### src/rtl/exec_pkg.sv
// Execute-stage shared definitions: ALU op codes, op width and multicycle classification.
package exec_pkg;

   localparam int ALU_OP_W = 4;

   localparam logic [ALU_OP_W-1:0] ALU_ADD = 4'd0;
   localparam logic [ALU_OP_W-1:0] ALU_SUB = 4'd1;
   localparam logic [ALU_OP_W-1:0] ALU_MUL = 4'd2;
   localparam logic [ALU_OP_W-1:0] ALU_DIV = 4'd3;
   localparam logic [ALU_OP_W-1:0] ALU_AND = 4'd4;
   localparam logic [ALU_OP_W-1:0] ALU_OR  = 4'd5;
   localparam logic [ALU_OP_W-1:0] ALU_XOR = 4'd6;
   localparam logic [ALU_OP_W-1:0] ALU_MOD = 4'd7;

   function automatic logic is_multicycle(input logic [ALU_OP_W-1:0] op);
      return (op == ALU_MUL) || (op == ALU_DIV) || (op == ALU_MOD);
   endfunction

endpackage

### src/rtl/ex_hazard_detect.sv
// Load-use hazard detection between the load resident in EX and the ID candidate.
module ex_hazard_detect
   import exec_pkg::*;
#(
   parameter int REG_AW = 5
) (
   input  logic              ex_valid,
   input  logic              ex_mem_read,
   input  logic [REG_AW-1:0] ex_rd,
   input  logic              id_valid,
   input  logic [REG_AW-1:0] id_rs,
   input  logic [REG_AW-1:0] id_rt,
   input  logic              id_use_imm,
   input  logic              id_mem_write,
   output logic              load_use
);

   logic rt_used;
   logic rs_hit;
   logic rt_hit;

   // Stores read rt as data even when B is the immediate.
   assign rt_used = !id_use_imm || id_mem_write;
   assign rs_hit  = (id_rs == ex_rd);
   assign rt_hit  = rt_used && (id_rt == ex_rd);

   assign load_use = ex_valid && ex_mem_read && (ex_rd != '0)
                     && id_valid && (rs_hit || rt_hit);

endmodule

### src/rtl/id_ex_stage.sv
// ID/EX pipeline register feeding the ALU, with load-use bubbles
// and multicycle mul/div/mod occupancy.
module id_ex_stage
   import exec_pkg::*;
#(
   parameter int DATA_W     = 32,
   parameter int REG_AW     = 5,
   parameter int OP_W       = ALU_OP_W,
   parameter int MULDIV_LAT = 4
) (
   input  logic              clk,
   input  logic              rst,
   input  logic              id_valid,
   input  logic [OP_W-1:0]   id_op,
   input  logic [REG_AW-1:0] id_rs,
   input  logic [REG_AW-1:0] id_rt,
   input  logic [REG_AW-1:0] id_rd,
   input  logic [DATA_W-1:0] id_rs_val,
   input  logic [DATA_W-1:0] id_rt_val,
   input  logic [DATA_W-1:0] id_imm,
   input  logic              id_use_imm,
   input  logic              id_reg_write,
   input  logic              id_mem_read,
   input  logic              id_mem_write,
   input  logic              mem_stall,
   input  logic              flush,
   output logic [OP_W-1:0]   alu_op,
   output logic [DATA_W-1:0] alu_a,
   output logic [DATA_W-1:0] alu_b,
   output logic [REG_AW-1:0] ex_rd,
   output logic              ex_reg_write,
   output logic              ex_mem_read,
   output logic              ex_mem_write,
   output logic [DATA_W-1:0] ex_store_data,
   output logic              ex_valid,
   output logic              ex_done,
   output logic              ex_div_zero,
   output logic              stall_out
);

   localparam int CNT_W = (MULDIV_LAT > 1) ? $clog2(MULDIV_LAT) : 1;
   localparam logic [CNT_W-1:0] CNT_LOAD = CNT_W'(MULDIV_LAT - 1);

   logic [CNT_W-1:0] cnt;
   logic             busy;
   logic             load_use;
   logic             id_multi;

   ex_hazard_detect #(
      .REG_AW(REG_AW)
   ) u_hazard (
      .ex_valid    (ex_valid),
      .ex_mem_read (ex_mem_read),
      .ex_rd       (ex_rd),
      .id_valid    (id_valid),
      .id_rs       (id_rs),
      .id_rt       (id_rt),
      .id_use_imm  (id_use_imm),
      .id_mem_write(id_mem_write),
      .load_use    (load_use)
   );

   assign busy     = (cnt != '0);
   assign id_multi = id_valid && is_multicycle(id_op);

   assign stall_out = !rst && !flush && (mem_stall || busy || load_use);
   assign ex_done   = ex_valid && !busy && !mem_stall;

   assign ex_div_zero = ex_valid
                        && ((alu_op == ALU_DIV) || (alu_op == ALU_MOD))
                        && (alu_b == '0);

   always_ff @(posedge clk or posedge rst) begin
      if (rst) begin
         alu_op        <= '0;
         alu_a         <= '0;
         alu_b         <= '0;
         ex_rd         <= '0;
         ex_reg_write  <= 1'b0;
         ex_mem_read   <= 1'b0;
         ex_mem_write  <= 1'b0;
         ex_store_data <= '0;
         ex_valid      <= 1'b0;
         cnt           <= '0;
      end else if (flush) begin
         ex_valid     <= 1'b0;
         ex_reg_write <= 1'b0;
         ex_mem_read  <= 1'b0;
         ex_mem_write <= 1'b0;
         cnt          <= '0;
      end else if (!mem_stall) begin
         if (busy) begin
            cnt <= cnt - CNT_W'(1);
         end else if (load_use) begin
            ex_valid     <= 1'b0;
            ex_reg_write <= 1'b0;
            ex_mem_read  <= 1'b0;
            ex_mem_write <= 1'b0;
            cnt          <= '0;
         end else begin
            alu_op        <= id_op;
            alu_a         <= id_rs_val;
            alu_b         <= id_use_imm ? id_imm : id_rt_val;
            ex_rd         <= id_rd;
            ex_store_data <= id_rt_val;
            ex_valid      <= id_valid;
            ex_reg_write  <= id_valid && id_reg_write && (id_rd != '0);
            ex_mem_read   <= id_valid && id_mem_read;
            ex_mem_write  <= id_valid && id_mem_write;
            cnt           <= id_multi ? CNT_LOAD : '0;
         end
      end
   end

endmodule

### config.mk
export PLATFORM = sky130hd
export DESIGN_NAME = id_ex_stage
export DESIGN_NICKNAME = d
export VERILOG_FILES = /design/src/rtl/exec_pkg.sv /design/src/rtl/ex_hazard_detect.sv /design/src/rtl/id_ex_stage.sv
export SDC_FILE = /design/constraint.sdc
export NUM_CORES = 1
export LEC_CHECK = 0
export CORE_AREA = 2 2 86 170
export DETAILED_ROUTE_END_ITERATION = 12
export DIE_AREA = 0 0 88 172
export MAX_ROUTING_LAYER = met4
export PLACE_DENSITY = 0.75
export SLEW_MARGIN = 40
export SYNTH_ARGS = -nofsm -noshare
export SYNTH_HDL_FRONTEND = slang
export SYNTH_SLANG_ARGS = --single-unit
### constraint.sdc
create_clock -name clk -period 4.39 [get_ports clk]
set_input_delay 0.878 -clock clk [delete_from_list [all_inputs] [get_ports clk]]
set_output_delay 0.878 -clock clk [all_outputs]
set_load 0.05 [all_outputs]
==> metrics.md, run 1 <==
| Metric | Value |
|---|---|
| H-tree depth | 3 |
| TritonCTS clock tree | done |
| Pins Over Slew Limit | 0 |
| Largest net degree at the start of global routing | 85 |
| Post-route DRC | 0 |
| Adder-cell area share of the yosys netlist | 0 |
| Layout cell share with drive strength beyond 1 | 0.287 |
| Root Driver | clkbuf_16 |
| GR Util All Layers | 0.184 |
| CP Data Required Time | 3.51 ns |
| Yosys warnings | 0 |
| Fmax | approximately 280 MHz |
| ANT cells | 0 |
| Worst setup SP type | input port |
| Seq cells post-synth | 111 |
| Peak VDD IR | between 0.2 and 0.25 mV |
| Chip width | a little under 90 microns |
| Io pins | 236 |
| Via total after detailed routing | between 3000 and 4000 |
| Power Density | 461 mW/mm^2 |
| Final setup violation count | 0 |
| Compound-Gate Fraction of Synth Area | 0.0227 |
| Port bufs | between 200 and 250 |
| CP max stage cell | clkdlybuf4s50_1 |
| Sum of negative setup slack | 0 ns |
| Area Growth Syn to Fin | 56.4% |
| Crit Path Category | in2out |
| Final worst setup slack | roughly 0.83 ns |
| Syn avg cell area | between 15 and 20 sq um |
| Slew @ Worst Pin | 0.688 ns |
| Post-synthesis cell count | roughly 330 |
| Largest fanout on the critical path | 4 |
| Gr ovfl total | 0 |
| Type of the worst min-delay path | reg2reg |
| Period utilization | 0.810 |
| Netlist cell types | 26 |
| Hold Vio Cnt, Final | 0 |
| Initial antenna violation count | 0 |
| Arrival time worst endpoint | 2.68 ns |
| Max-cap violations | 0 |
| Post_cts resized | 0 |
| Num rows | between 60 and 70 |
| Drt pass-1 iters | 4 |
| Post-synthesis sequential area ratio | 0.554 |
| Vias in the first global route | 3846 |
| Core area | 0.0138 sq mm |
| Clock tree sinks | 111 |
| Clock buffer depth | 2 |
| RSZ-0062 raised after global routing | no |
| CTS Hold Bufs | 0 |
| Largest delay share family, worst path | compound AO/OA/AOI/OAI gates |
| Worst-path cell chain | clkdlybuf4s50_1 -> xor2_1 -> nor4_1 -> a22oi_1 -> nor2_1 -> o211a_1 -> buf_4 |
| Multi-input gate area | 0.00212 sq mm |
| CP bufs+invs | 2 |
| Largest family of logic cells by synthesized area | multiplexers |
| Worst slew margin | 0.541 |
| Skew-Pair Late Insertion Delay | roughly 0.35 ns |
| Mapped Area | approximately 0.005 sq mm |
| TritonCTS Buffers | 9 |
| Final nets | between 600 and 700 |
| First-pass GRT wire length | between 20000 and 25000 microns |
| Register area | roughly 0.0028 sq mm |
| Post-detail-place hpwl | 10500 microns |
| DR iter-0 viols | 86 |
| Outcome | completed |
| Mapped Nets | between 400 and 500 |
| Initial core utilization | 0.363 |
| Die area | around 0.015 sq mm |
| Drt total wl | about 14000 microns |
| Max stage delay on crit path | roughly 0.5 ns |
| WL per Instance | 18.3 microns |
| Layout fillers | 1130 |
| XOR/XNOR Fraction of Synth Area | 0.0175 |
| Post-layout minimum cycle time | 3.56 ns |
| Pre-CTS WS | approximately 0.84 ns |
| Leakage | 0.00335 uW |
| Via density | 4.76 |
| Die height | 172 microns |
| CP Capture Type | output port |
| Clock transition at path regs | approximately 0.07 ns |
| Simple logic cell fraction of the synthesized area | 0.0349 |
| Post-CTS Setup Repair Bufs | 0 |
| Clock skew | 0.0153 ns |
| RD Place Congestion | roughly 0.8 |
| Post-synthesis mux area share | 0.345 |
| Routed Antenna Nets | 0 |
worst register-to-register path, cell delays in order, from the launching register on:
cell and delay, ns:
dfrtp_1 0.44, xor2_1 0.19, nor4_1 0.30, a22oi_1 0.24
o211ai_4 0.27, buf_12 0.40, mux2_2 0.55
synthesized netlist by cell type:
| cell type | instances | area share |
|---|---|---|
| dfrtp_1 | 111 | 0.55 |
| mux2_2 | 87 | 0.20 |
| mux2_4 | 50 | 0.15 |
| nand2_1 | 10 | 0.0075 |
| xor2_1 | 10 | 0.017 |
| nor4_1 | 9 | 0.011 |
| o21ai_0 | 8 | 0.0080 |
| buf_6 | 6 | 0.013 |
| inv_1 | 6 | 0.0045 |
| buf_2 | 5 | 0.0050 |
| nor3_1 | 5 | 0.0050 |
| clkbuf_1 | 4 | 0.0030 |
| nor2_1 | 4 | 0.0030 |
| or4_1 | 2 | 0.0030 |
| a21oi_1 | 1 | 0.0010 |
| a22oi_1 | 1 | 0.0015 |
| a31oi_1 | 1 | 0.0012 |
| and2_1 | 1 | 0.0012 |
| nand3_1 | 1 | 0.0010 |
| nand4_1 | 1 | 0.0012 |
| nor4b_1 | 1 | 0.0017 |
| o2111ai_1 | 1 | 0.0017 |
| o2111ai_2 | 1 | 0.0030 |
| o211a_1 | 1 | 0.0020 |
| o211ai_2 | 1 | 0.0025 |
| o32ai_1 | 1 | 0.0017 |
cell usage in the layout, fill, tap and decap left out, types with 2 or more instances in the layout:
master / synthesis / layout
buf_4: 0 / 5
clkbuf_16: 0 / 9
clkdlybuf4s50_1: 0 / 233
clkinv_2: 0 / 2
clkinv_4: 0 / 2
dfrtp_1: 111 / 111
inv_1: 6 / 5
inv_6: 0 / 3
mux2_2: 87 / 87
mux2_4: 50 / 50
nand2_1: 10 / 10
nor2_1: 4 / 4
nor3_1: 5 / 5
nor4_1: 9 / 9
o21ai_0: 8 / 8
or4_1: 2 / 2
xor2_1: 10 / 10
sequential cells by signal, indices dropped and copies added, names as in the netlist:
signal and flops:
alu_b 32, ex_mem_read 1, ex_mem_write 1, ex_rd 5, ex_reg_write 1, alu_op 4
alu_a 32, ex_valid 1, cnt 2, ex_store_data 32
report_power, final:
part | total (uW) | switching [uW] | internal, uW | leakage [uW]
combinational | 1510 | 885 | 620 | 0.00189
sequential | 1330 | 128 | 1200 | 0.00132
clock | 780 | 388 | 392 | 0.000141
total | 3610 | 1400 | 2210 | 0.00335
per-layer routing:
layer  GRT usage  share of wire
met1       0.194           0.36
met2       0.326           0.55
met3      0.0420          0.062
met4      0.0722          0.028
met5           -              0
path summary, 6_finish.rpt:
check	start	to	slack [ns]	cells past startpoint
max in group asynchronous	rst	alu_b[2]	2.25	4
max reg2reg	ex_rd[3]	alu_b[5]	1.88	6
min	ex_reg_write	ex_reg_write	0.49	2
min reg2reg	ex_reg_write	ex_reg_write	0.49	2
min in group asynchronous	rst	alu_b[3]	1.10	3
max	id_rt[3]	stall_out	0.83	7
logic make-up (layout without fill, tap and decap cells):
group                     after synthesis  count (layout)
AOI/OAI and AO/OA                      16              16
DFF                                   111             111
muxes                                 137             137
buffers and inverters                  21             263
and+or+nand+nor                        34              34
xor gates and xnor gates               10              10
metrics by stage:
stage	instance area (sq um)	hold slack (ns)	power [uW]	std cells	util
after floorplan	5020	0.517	2280	329	-
after detailed placement	7560	0.478	2860	744	0.547
final	7840	0.490	3610	760	0.568
after global placement	7560	0.473	2840	744	0.547
after CTS	7840	0.495	3660	760	0.568
after global routing	7840	0.515	3760	760	0.568
area by class of cell:
cell class              count  share of cell area
repair buffers            241               0.307
clock inverters             7             0.00686
well taps                 189              0.0302
clock buffers               9              0.0287
multi-input cells         197               0.270
flip-flops and latches    111               0.354
inverters                   6             0.00335
Power figures use the tool's default switching activity.
==> run 2: changes to the inputs <==
- CORE_AREA: 2 2 86 170 -> 2 2 82 162
- DIE_AREA: 0 0 88 172 -> 0 0 84 164
- PLACE_DENSITY: 0.75 -> 0.78
- clock period: 4.39 -> 3.32 ns (I/O delays scaled with it)
==> run 2 against run 1 <==
Net effect:
- core utilization increased by 5.6 points
- die area down 9.0%
- register-to-register slack got worse by 1.0 ns
- worst setup slack got worse by 0.60 ns
- design area is 0.11% lower
- combinational power grew 32%
- clock power up 33%
- sequential share of layout area about the same
- largest cell class unchanged
==> metrics.md, run 2 (synthesized netlist as in run 1, its figures left out) <==
| Metric | Value |
|---|---|
| R2R Path End | alu_b[25] |
| Worst setup SP type | input port |
| Crit path from | id_rt[3] |
| Clock transition at path regs | around 0.070 ns |
| Clock buffer depth | 2 |
| Port bufs | 235 |
| Drt pass-1 iters | 4 |
| RD Place Congestion | between 0.7 and 0.8 |
| Peak VDD IR | between 0.3 and 0.4 mV |
| Layout cell share with drive strength beyond 1 | 0.290 |
| TritonCTS clock tree | done |
| Core area | 0.0126 sq mm |
| Routed Antenna Nets | 0 |
| Max stage delay on crit path | 0.49 ns |
| Dpl cell area | around 0.0075 sq mm |
| Clock tree sinks | about 110 |
| Die area | between 0.01 and 0.015 sq mm |
| Area Growth Syn to Fin | 56.2% |
| Vias in the first global route | 4045 |
| Largest fanout on the critical path | 4 |
| Worst hold start | alu_a[5] |
| Regs by FF count | alu_a (32), alu_b (32), ex_store_data (32) |
| Leakage | about 0.0034 uW |
| Period utilization | 0.931 |
| Skew-Pair Late Insertion Delay | around 0.34 ns |
| ANT cells | 0 |
| Post_cts resized | 0 |
| Most frequent cells in the layout | 231 x clkdlybuf4s50_1, 111 x dfrtp_1, 87 x mux2_2 |
| RSZ-0062 raised after global routing | no |
| TritonCTS Buffers | 9 |
| Crit Reg-Reg Startpoint | ex_rd[3] |
| Final setup violation count | 0 |
| Largest delay share family, worst path | compound AO/OA/AOI/OAI gates |
| DR iter-0 viols | approximately 110 |
| Num rows | 58 |
| Gr ovfl total | 0 |
| CP bufs+invs | 2 |
| Hold Vio Cnt, Final | 0 |
| Chip width | between 80 and 90 microns |
| Fmax | 324 MHz |
| Initial antenna violation count | 0 |
| Final nets | between 600 and 700 |
| Clock skew | between 0.01 and 0.015 ns |
| H-tree depth | 3 |
| Hold path depth | 1 |
| Type of the worst min-delay path | reg2reg |
| Multi-input gate area | ~0.0021 sq mm |
| CTS Hold Bufs | 0 |
| Io pins | between 200 and 250 |
| Commonest non-fill, non-tap cell in the layout | clkdlybuf4s50_1 |
| CP Capture Type | output port |
| WL per Instance | around 19 microns |
| Final core occ | 0.624 |
| Power Density | 612 mW/mm^2 |
| Layout fillers | 989 |
| Root Driver | clkbuf_16 |
| First-pass GRT wire length | 21600 microns |
| Slew @ Worst Pin | 0.668 ns |
| Outcome | completed |
| Max-cap violations | 0 |
| Hold EP | alu_a[5] |
| R2r worst-path depth | 6 |
| Pins Over Slew Limit | 0 |
| Via total after detailed routing | 3650 |
| Initial core utilization | 0.399 |
| Largest net degree at the start of global routing | between 100 and 150 |
| Via density | approximately 5 |
| Post-detail-place hpwl | 10600 microns |
| Drt total wl | between 10000 and 15000 microns |
| CP max stage cell | clkdlybuf4s50_1 |
| Arrival time worst endpoint | about 2.4 ns |
| Post-CTS Setup Repair Bufs | 0 |
| Crit Path Category | in2out |
| Register area | about 0.0028 sq mm |
| Post-layout minimum cycle time | between 3 and 4 ns |
| Die height | around 160 microns |
| Post-route cell area | 0.00783 sq mm |
| Worst-path cell chain | clkdlybuf4s50_1 -> xor2_1 -> nor4_1 -> a22oi_1 -> nor2_1 -> o211a_1 -> buf_4 |
| R2R setup slack | between 0.8 and 0.9 ns |
| CP Data Required Time | approximately 2.7 ns |
| Worst slew margin | 0.551 |
| Post-route DRC | 0 |
| GR Util All Layers | 0.208 |
run 2: cell types whose count changed in the layout (fill, tap and decap cells not counted), sizes merged:
cell | before | now
clkbuf | 9 | 11
clkdlybuf4s50 | 233 | 231
clkinv | 4 | 2
buf | 8 | 11
run 2: worst max path at each step:
stage,slack (ns),cells past startpoint,to
2_1_floorplan,-0.11,2,stall_out
3_3_place_gp,0.28,7,alu_b[16]
3_5_place_dp,0.21,7,stall_out
4_1_cts,0.21,7,stall_out
5_1_grt,0.11,7,stall_out
6_report,0.23,7,stall_out
run 2: final cells by class:
cell class                 instances  share of cell area
multi-input combinational        197               0.270
tap                              150              0.0240
inverter                           6             0.00335
timing repair buffer             242               0.312
clock buffer                      11              0.0310
clock inverter                     5             0.00511
sequential                       111               0.355
run 2: worst register-to-register path: cells and delay by family (launching register included):
| kind | cells | cell delay (ns) |
|---|---|---|
| AOI/OAI and AO/OA | 2 | 0.67 |
| buffers and inverters | 1 | 0.30 |
| xor gates and xnor gates | 1 | 0.19 |
| muxes | 1 | 0.42 |
| and+or+nand+nor | 1 | 0.31 |
| DFF | 1 | 0.44 |
run 2: power by group:
group          total (uW)  switching [uW]  internal, uW
clock                1040             499           539
sequential           1760             169          1590
combinational        2000            1170           824
total                4790            1840          2950
run 2: per-stage QoR:
stage / power, uW / setup WS (ns) / setup TNS (ns) / hold WS, ns / cells
after floorplan: 3020 / -0.111 / -0.111 / 0.517 / 329
after global placement: 3760 / 0.277 / 0 / 0.476 / 706
after detailed placement: 3790 / 0.208 / 0 / 0.490 / 706
after CTS: 4850 / 0.205 / 0 / 0.507 / 722
after global routing: 4990 / 0.106 / 0 / 0.525 / 722
final: 4790 / 0.230 / 0 / 0.507 / 722
run 2: metal layers:
metal,GRT usage,up-vias,share of wire
li1,-,1655,-
met1,0.215,1806,0.35
met2,0.378,156,0.56
met3,0.0492,33,0.055
met4,0.0792,0,0.035
met5,-,-,0
